File: src/rtl/hazard_ctrl.sv
// ---------------------------------------------------------------------------
// hazard_ctrl
//   ID-stage hazard detection and stall controller for a 5-stage MIPS
//   pipeline. A two-entry shadow pipeline (EX and MEM slots) records the
//   destination register of every in-flight instruction. The block stalls
//   the instruction held in IF/ID when forwarding cannot supply its
//   operands in time:
//     - load-use: a load in EX feeds any source of the ID instruction
//     - a branch in ID depends on any producer in EX (branch operands can
//       only be forwarded from EX/MEM)
//     - a branch in ID depends on a load in MEM
//   A taken branch flushes IF/ID unless the branch itself is stalled.
//   Stall cycles are counted in a saturating counter.
//
// Ports
//   clk           in   pipeline clock
//   reset         in   synchronous, active-high reset
//   id_instru     in   [31:0] instruction held in IF/ID
//   branch_taken  in   ID branch comparator result
//   pc_write      out  1 = PC may update
//   if_id_write   out  1 = IF/ID may load
//   id_ex_bubble  out  1 = ID/EX loads a bubble
//   if_id_flush   out  1 = IF/ID loads NOP at the next edge
//   stall_cycles  out  [CNT_W-1:0] saturating stall-cycle count
// ---------------------------------------------------------------------------
module hazard_ctrl #(
  parameter int CNT_W = 16
) (
  input  logic             clk,
  input  logic             reset,
  input  logic [31:0]      id_instru,
  input  logic             branch_taken,
  output logic             pc_write,
  output logic             if_id_write,
  output logic             id_ex_bubble,
  output logic             if_id_flush,
  output logic [CNT_W-1:0] stall_cycles
);

  typedef struct packed {
    logic       regwrite;
    logic       memread;
    logic [4:0] dest;
  } slot_t;

  localparam logic [CNT_W-1:0] CNT_MAX = {CNT_W{1'b1}};
  localparam logic [CNT_W-1:0] CNT_ONE = {{(CNT_W-1){1'b0}}, 1'b1};

  // A producer in a slot matches a register only when that register is
  // actually read by the ID instruction.
  function automatic logic slot_match(input slot_t s, input logic [4:0] r,
                                      input logic used);
    return s.regwrite && (s.dest == r) && used;
  endfunction

  logic [5:0] op_s;
  logic [4:0] rs_s;
  logic [4:0] rt_s;
  logic [4:0] rd_s;
  logic [5:0] funct_s;
  logic       unused_bits_s;

  logic       rs_used_s;
  logic       rt_used_s;
  logic       is_branch_s;
  slot_t      id_slot_s;

  logic       ex_hit_s;
  logic       mem_hit_s;
  logic       hazard_s;
  logic       stall_s;

  slot_t            ex_q,  ex_d;
  slot_t            mem_q, mem_d;
  logic [CNT_W-1:0] cnt_q, cnt_d;

  assign op_s          = id_instru[31:26];
  assign rs_s          = id_instru[25:21];
  assign rt_s          = id_instru[20:16];
  assign rd_s          = id_instru[15:11];
  assign funct_s       = id_instru[5:0];
  // shamt is irrelevant to hazard detection
  assign unused_bits_s = ^id_instru[10:6];

  // Decode source usage, destination, RegWrite and MemRead of the ID instruction.
  always_comb begin
    rs_used_s          = 1'b1;
    rt_used_s          = 1'b0;
    id_slot_s.regwrite = 1'b0;
    id_slot_s.memread  = (op_s == 6'd35);
    id_slot_s.dest     = 5'd0;

    case (op_s)
      6'd2, 6'd3, 6'd15: rs_used_s = 1'b0;
      default:           rs_used_s = 1'b1;
    endcase

    case (op_s)
      6'd0, 6'd4, 6'd5, 6'd43: rt_used_s = 1'b1;
      default:                 rt_used_s = 1'b0;
    endcase

    case (op_s)
      6'd0: begin
        if (funct_s != 6'd8) begin
          id_slot_s.regwrite = 1'b1;
          id_slot_s.dest     = rd_s;
        end else begin
          // jr writes nothing
          id_slot_s.regwrite = 1'b0;
          id_slot_s.dest     = 5'd0;
        end
      end
      6'd8, 6'd9, 6'd10, 6'd12, 6'd13, 6'd15, 6'd35: begin
        id_slot_s.regwrite = 1'b1;
        id_slot_s.dest     = rt_s;
      end
      6'd3: begin
        id_slot_s.regwrite = 1'b1;
        id_slot_s.dest     = 5'd31;
      end
      default: begin
        id_slot_s.regwrite = 1'b0;
        id_slot_s.dest     = 5'd0;
      end
    endcase

    // $0 is hardwired; writing it is never a dependency
    if (id_slot_s.dest == 5'd0) begin
      id_slot_s.regwrite = 1'b0;
    end else begin
      id_slot_s.regwrite = id_slot_s.regwrite;
    end
  end

  assign is_branch_s = (op_s == 6'd4) || (op_s == 6'd5);

  assign ex_hit_s  = slot_match(ex_q, rs_s, rs_used_s) ||
                     slot_match(ex_q, rt_s, rt_used_s);
  assign mem_hit_s = slot_match(mem_q, rs_s, rs_used_s) ||
                     slot_match(mem_q, rt_s, rt_used_s);

  // Non-load producers in MEM are reachable by forwarding, so only a
  // load in MEM matters, and only for a branch.
  assign hazard_s = (ex_q.memread && ex_hit_s) ||
                    (is_branch_s && ex_hit_s) ||
                    (is_branch_s && mem_q.memread && mem_hit_s);

  assign stall_s = hazard_s && !reset;

  assign pc_write     = !stall_s;
  assign if_id_write  = !stall_s;
  assign id_ex_bubble = stall_s;
  // A stalled branch has stale operands, so its comparator result is ignored.
  assign if_id_flush  = branch_taken && is_branch_s && !stall_s && !reset;
  assign stall_cycles = cnt_q;

  // Next state of the shadow slots and the saturating stall counter.
  always_comb begin
    ex_d  = id_slot_s;
    mem_d = ex_q;
    cnt_d = cnt_q;
    if (reset) begin
      ex_d  = '0;
      mem_d = '0;
      cnt_d = {CNT_W{1'b0}};
    end else begin
      if (stall_s) begin
        ex_d = '0;
      end else begin
        ex_d = id_slot_s;
      end
      if (stall_s && (cnt_q != CNT_MAX)) begin
        cnt_d = cnt_q + CNT_ONE;
      end else begin
        cnt_d = cnt_q;
      end
    end
  end

  // State registers; reset is folded into the next-state logic above.
  always_ff @(posedge clk) begin
    ex_q  <= ex_d;
    mem_q <= mem_d;
    cnt_q <= cnt_d;
  end

endmodule

File: config.mk
export PLATFORM = sky130hd
export DESIGN_NAME = hazard_ctrl
export DESIGN_NICKNAME = d
export VERILOG_FILES = /design/src/rtl/hazard_ctrl.sv
export SDC_FILE = /design/constraint.sdc
export NUM_CORES = 1
export LEC_CHECK = 0
export CORE_MARGIN = 2
export CORE_UTILIZATION = 34
export CTS_BUF_LIST = sky130_fd_sc_hd__clkbuf_8 sky130_fd_sc_hd__clkbuf_16
export DETAILED_ROUTE_END_ITERATION = 10
export PLACE_DENSITY = 0.68
export SYNTH_ARGS = -nofsm -noshare
export SYNTH_HDL_FRONTEND = slang
export SYNTH_SLANG_ARGS = --single-unit
File: constraint.sdc
create_clock -name clk -period 2.1 [get_ports clk]
set_input_delay 0.315 -clock clk [delete_from_list [all_inputs] [get_ports clk]]
set_output_delay 0.315 -clock clk [all_outputs]
set_load 0.01 [all_outputs]
## Word-level counts from Yosys, hierarchy flattened

Cells that the tools add are included.

- Input bits: 35
- Register bits after elaboration: 30
- Output and inout bits: 20
- Logic and storage cells: 64

- Reductions and logical operators: 32
- Multiplexer cells: 6
- Equal/unequal tests: 18
- $add $sub $neg: 1

Operators by type and width:

| cell | number |
|---|---|
| $eq A6 B4 Y1 const B | 6 |
| $eq A5 B5 Y1 | 4 |
| $logic_and A1 B1 Y1 | 17 |
| $add A16 B1 Y16 const B | 1 |
| $ne A16 B16 Y1 const B | 1 |
| $pmux W5 S3 | 1 |
| $eq A6 B2 Y1 const B | 2 |
| $eq A6 B3 Y1 const B | 2 |
| $eq A6 B6 Y1 const B | 2 |
| $reduce_or A8 Y1 | 1 |
| $reduce_or A7 Y1 | 1 |
| $logic_not A6 Y1 | 1 |
| $ne A6 B4 Y1 const B | 1 |
| $reduce_or A3 Y1 | 2 |
| $logic_not A5 Y1 | 1 |
| $logic_or A1 B1 Y1 | 5 |
| $mux W5 | 1 |
| $reduce_or A4 Y1 | 1 |
| $mux W1 | 3 |
| $logic_not A1 Y1 | 2 |
| $pmux W1 S2 | 1 |
| $reduce_or A2 Y1 | 1 |

## Longest topological paths before layout

Gate-level depths: netlist of run 1.

- Depth in word-level cells: 12
- Mapped depth: 10

## Worst setup path before layout of run 1

OpenSTA, ideal clock, no wires.

- Path kind: reg2reg
- From: reg cnt_q[5], in the netlist stall_cycles[5]
- To: reg cnt_q[1], in the netlist stall_cycles[1]
- Setup time: 128 ps
- Arrival time: 1,980 ps
- Required time: 1,972 ps
- Stages on the path, launching flop included: 10
- Period minus slack after synthesis: 2,108 ps
- Slack: -8 ps
- Cells stage by stage: dfxtp_1 > and4_1 > and3_1 > nand3_2 > or3_1 > o21ai_2 > buf_6 > buf_6 > mux2i_1 > nor2_1

- Cells in the longest elaborated chain, start to end: 2

RTL lines:

| element | line | text |
|---|---|---|
| start, declared | 75 | `logic [CNT_W-1:0] cnt_q, cnt_d;` |
| start signal, assigned | 185 | `cnt_q <= cnt_d;` |
| $ne A16 B16 Y1 | 173 | `if (stall_s && (cnt_q != CNT_MAX)) begin` |
| $logic_and A1 B1 Y1 | 173 |  |

Every way passes these cells.
A chain may end at the register's enable or synchronous reset.

## Final worst setup path of run 1

- From: in id_instru[26]
- To: out if_id_write

- Cells in the longest elaborated chain, start to end: 10

RTL lines:

| element | line | text |
|---|---|---|
| start, declared | 31 | `input logic [31:0] id_instru,` |
| $eq A6 B3 Y1 (tied with other cells) | 98, 136 |  |
| $reduce_or A4 Y1 / $reduce_or A3 Y1 (equally long branches) | 98, 93 |  |
| $mux W1 (on tied branches) | 98, 93 |  |
| $logic_and A1 B1 Y1 | 53 | `return s.regwrite && (s.dest == r) && used;` |
| $logic_or A1 B1 Y1 | 138 | `assign ex_hit_s = slot_match(ex_q, rs_s, rs_used_s) \|\|` |
| $logic_and A1 B1 Y1 (on tied branches) | 145, 146 |  |
| $logic_or A1 B1 Y1 | 145 | `assign hazard_s = (ex_q.memread && ex_hit_s) \|\|` |
| $logic_or A1 B1 Y1 * | 146 | `(is_branch_s && ex_hit_s) \|\|` |
| $logic_and A1 B1 Y1 * | 149 | `assign stall_s = hazard_s && !reset;` |
| $logic_not A1 Y1 * | 152 | `assign if_id_write = !stall_s;` |
| end, declared | 34 | `output logic if_id_write,` |

Mark *: on every way between the ends. The rest lies on a longest branch, timed or not.

==> metrics.txt, run 1 <==
status=finished clean; Worst setup SP type=input port; vias in the first global route=1648; fin nets=323; Clock Pin Slew Worst Setup and Hold Paths=60 ps; largest net degree at the start of global routing=24; Num CTS Buffers=5; Mapped Cells=193; combinational fraction of design power=12.6%; CP required=1780 ps; Residual DRC=0; total gr overflow=0; Die Span X=74.2 um; post-route ant nets=0; Slew @ Worst Pin=463 ps; initial antenna violation count=0; sequential area share after synthesis=35.8%; Worst VDD drop=0.467 mV; Rows=25; hold_ws=458 ps; Arrival @ worst endpoint=1770 ps; H-tree levels=2; full die area=0.00550 sq mm; Leak=0.00105 uW; Setup Skew=3.04 ps; fmax=0.479 GHz; GP Congestion=0.830; synthesized flop and latch total=30; Period minus WS final=2090 ps; RSZ-0062 raised after global routing=true; first-pass GRT wire length=7650 um; pwr dens=479 mW/mm^2; GRT Util Overall=18.0%; Max FO, Critical Path=5; number of fill cells in the layout=418; internal power=1020 uW; Syn Area/Cell=8.68 sq um; DPL Wire Length=3470 um; CP endpoint kind=output port; setup ws final=13.2 ps; Area Growth Syn to Fin=63.2%; final hold violation count=0; Yosys cell types=45; WS Path Type=input port to output port; root buf cell=clkbuf_8; synthesized cell area=0.00168 sq mm; Slowest-stage cell, CP=o211ai_1; highest cell delay on the worst timing path=260 ps; CTS tree=done; drt wl/cell=13.3 um; period utilisation layout=99.4%; drt initial violations=113; TritonRoute pass-1 iters=5; Hold/Removal Path Class=input port to register; Routed WL=4710 um; ant diodes=0; clock sinks=30; Initial Util=35.5%; Tot Pwr=1310 uW; core area=0.00472 sq mm; CP delay by family, top=simple AND/OR/NAND/NOR gates; number of vias per cell=5.03; Synth warnings=0; Sw Ratio=22.4%; crit path cell chain=clkdlybuf4s15_1, and3_1, o211ai_1, nand4_1, a21oi_4, or2_4, nand2b_4, buf_2; Synth Net Count=229; CP bufs+invs=2; Boundary Pins=55; Clock Latency Late Sink=280 ps; Die Y=74.2 um; Psw=294 uW; PortBufs=49; Slew HR=69.1%; Slew Limit Fails=0; layout cells sized above 1=30.9%; Clock Tree Buf Depth=2; Reg power frac=44.2%; Clock power frac=43.2%; final setup vio count=0; max_cap viols=0; Final Cell Area=0.00273 sq mm; worst slack, placed=-741 ps; Placed Area=0.00252 sq mm; routed via count=1787
-- state kept, by name, indices dropped and copies added (netlist names) --
signal        flops
ex_q              7
stall_cycles     16
mem_q             7
-- worst reg2reg max path, stage by stage, from the launching register on --
cell      delay (ps)
dfxtp_4          360
xor2_1           140
nor4_2           310
o211ai_2         150
a21oi_4          170
buf_6            150
o21ai_4           80
or4_4            520
a21oi_2          140
-- per-layer routing --
| metal | share of wire (%) | vias to the layer above | global-route usage, % |
|---|---|---|---|
| li1 | - | 902 | - |
| met1 | 47 | 839 | 23.2 |
| met2 | 48 | 37 | 29.6 |
| met3 | 2.8 | 9 | 3.52 |
| met4 | 1.9 | 0 | 7.27 |
| met5 | 0 | - | 0 |
-- power by group through the flow --
stage                     logic, uW  clock network [uW]  registers, uW
after floorplan                59.0                   0            591
after global placement          168                   0            592
after detailed placement        169                   0            592
final                           165                 565            579
after global routing            179                 608            579
after CTS                       164                 582            579
-- cells in the final DEF (no fill, tap or decap), drive strengths merged, types with 2 or more instances in the layout --
cell           instances
or4                    9
dlygate4sd2           10
clkdlybuf4s50         29
a221oi                 5
o31ai                  8
or3                    5
inv                    5
buf                   49
a21oi                 17
or4b                   2
xnor2                  6
nor2                  16
dfxtp                 30
nor2b                  8
nor4                   3
nand4                  2
nand2                 13
xor2                  16
o211ai                 3
nand3                  8
nor3                   6
clkinv                 2
o21ai                 10
and3                   4
clkdlybuf4s15          5
clkbuf                 5
-- kinds of logic after synthesis --
group           synth area share (%)
simple gates                    27.5
mux                            0.597
flops                           35.8
fa+ha+maj                      0.747
compound gates                  19.7
xor+xnor                        11.5
buf+inv                         4.11
-- path summary, 6_finish.rpt --
check                           to  slack [ps]           from  cells after the start
setup / recovery       if_id_write          10  id_instru[26]                      8
hold / removal             ex_q[5]         460  id_instru[30]                      3
setup reg to reg  stall_cycles[15]          30        ex_q[0]                      8
hold reg to reg           mem_q[5]         470        ex_q[5]                      1
-- Yosys cell counts (all sizes together) --
cell / count / area share, %
and2: 1 / 0.37
inv: 5 / 1.1
and3: 4 / 1.5
and4: 1 / 0.52
nor4: 3 / 1.5
xor2: 16 / 8.4
nor4b: 1 / 0.90
a221oi: 5 / 2.6
a41o: 1 / 0.60
a32o: 1 / 0.60
a21oi: 17 / 6.0
nand2: 13 / 2.9
clkbuf: 4 / 0.90
o211ai: 3 / 1.6
o21ai: 8 / 2.6
or4: 9 / 4.0
nand3: 8 / 2.7
nor3: 6 / 1.8
buf: 4 / 2.1
nand2b: 1 / 0.37
or2: 1 / 0.37
a22oi: 1 / 0.45
mux2i: 1 / 0.60
o31ai: 8 / 3.6
nor2b: 8 / 3.0
xnor2: 6 / 3.1
a2111oi: 1 / 1.6
or4b: 2 / 1.2
ha: 1 / 0.75
nor2: 16 / 3.7
or3: 5 / 1.9
dfxtp: 30 / 36
nand4: 2 / 0.75
-- final cells by class --
type | instances | area [sq um] | share of cell area, %
Inverter | 5 | 18.8 | 0.686
Multi-Input combinational cell | 152 | 1100 | 40.3
Sequential cell | 30 | 608 | 22.2
Tap cell | 67 | 83.8 | 3.07
Clock buffer | 5 | 68.8 | 2.52
Clock inverter | 3 | 40.0 | 1.46
Timing Repair Buffer | 93 | 813 | 29.7
-- what timing repair did --
item                       4_1_cts  5_1_grt
gates cloned                     1        1
setup buffers                    1        1
resized for setup               50       20
setup endpoints to repair       19       17
hold buffers                     0        0
pin swaps                       11        6
-- through the flow --
stage | cells | setup TNS (ps) | util [%]
after floorplan | 193 | 0 | -
after global placement | 343 | -12980 | 53.3
after detailed placement | 343 | -13760 | 53.3
after CTS | 353 | -7.21 | 55.7
after global routing | 355 | -526 | 57.9
final | 355 | 0 | 57.9
Power figures use the tool's default switching activity.
==> inputs of run 2 (changes only) <==
CTS_BUF_LIST = sky130_fd_sc_hd__clkbuf_4 sky130_fd_sc_hd__clkbuf_8   (was sky130_fd_sc_hd__clkbuf_8 sky130_fd_sc_hd__clkbuf_16)
SLEW_MARGIN = 20   (was not set)
==> results of run 2 <==
The final DEF is identical to that of run 1; final timing and power are the same.
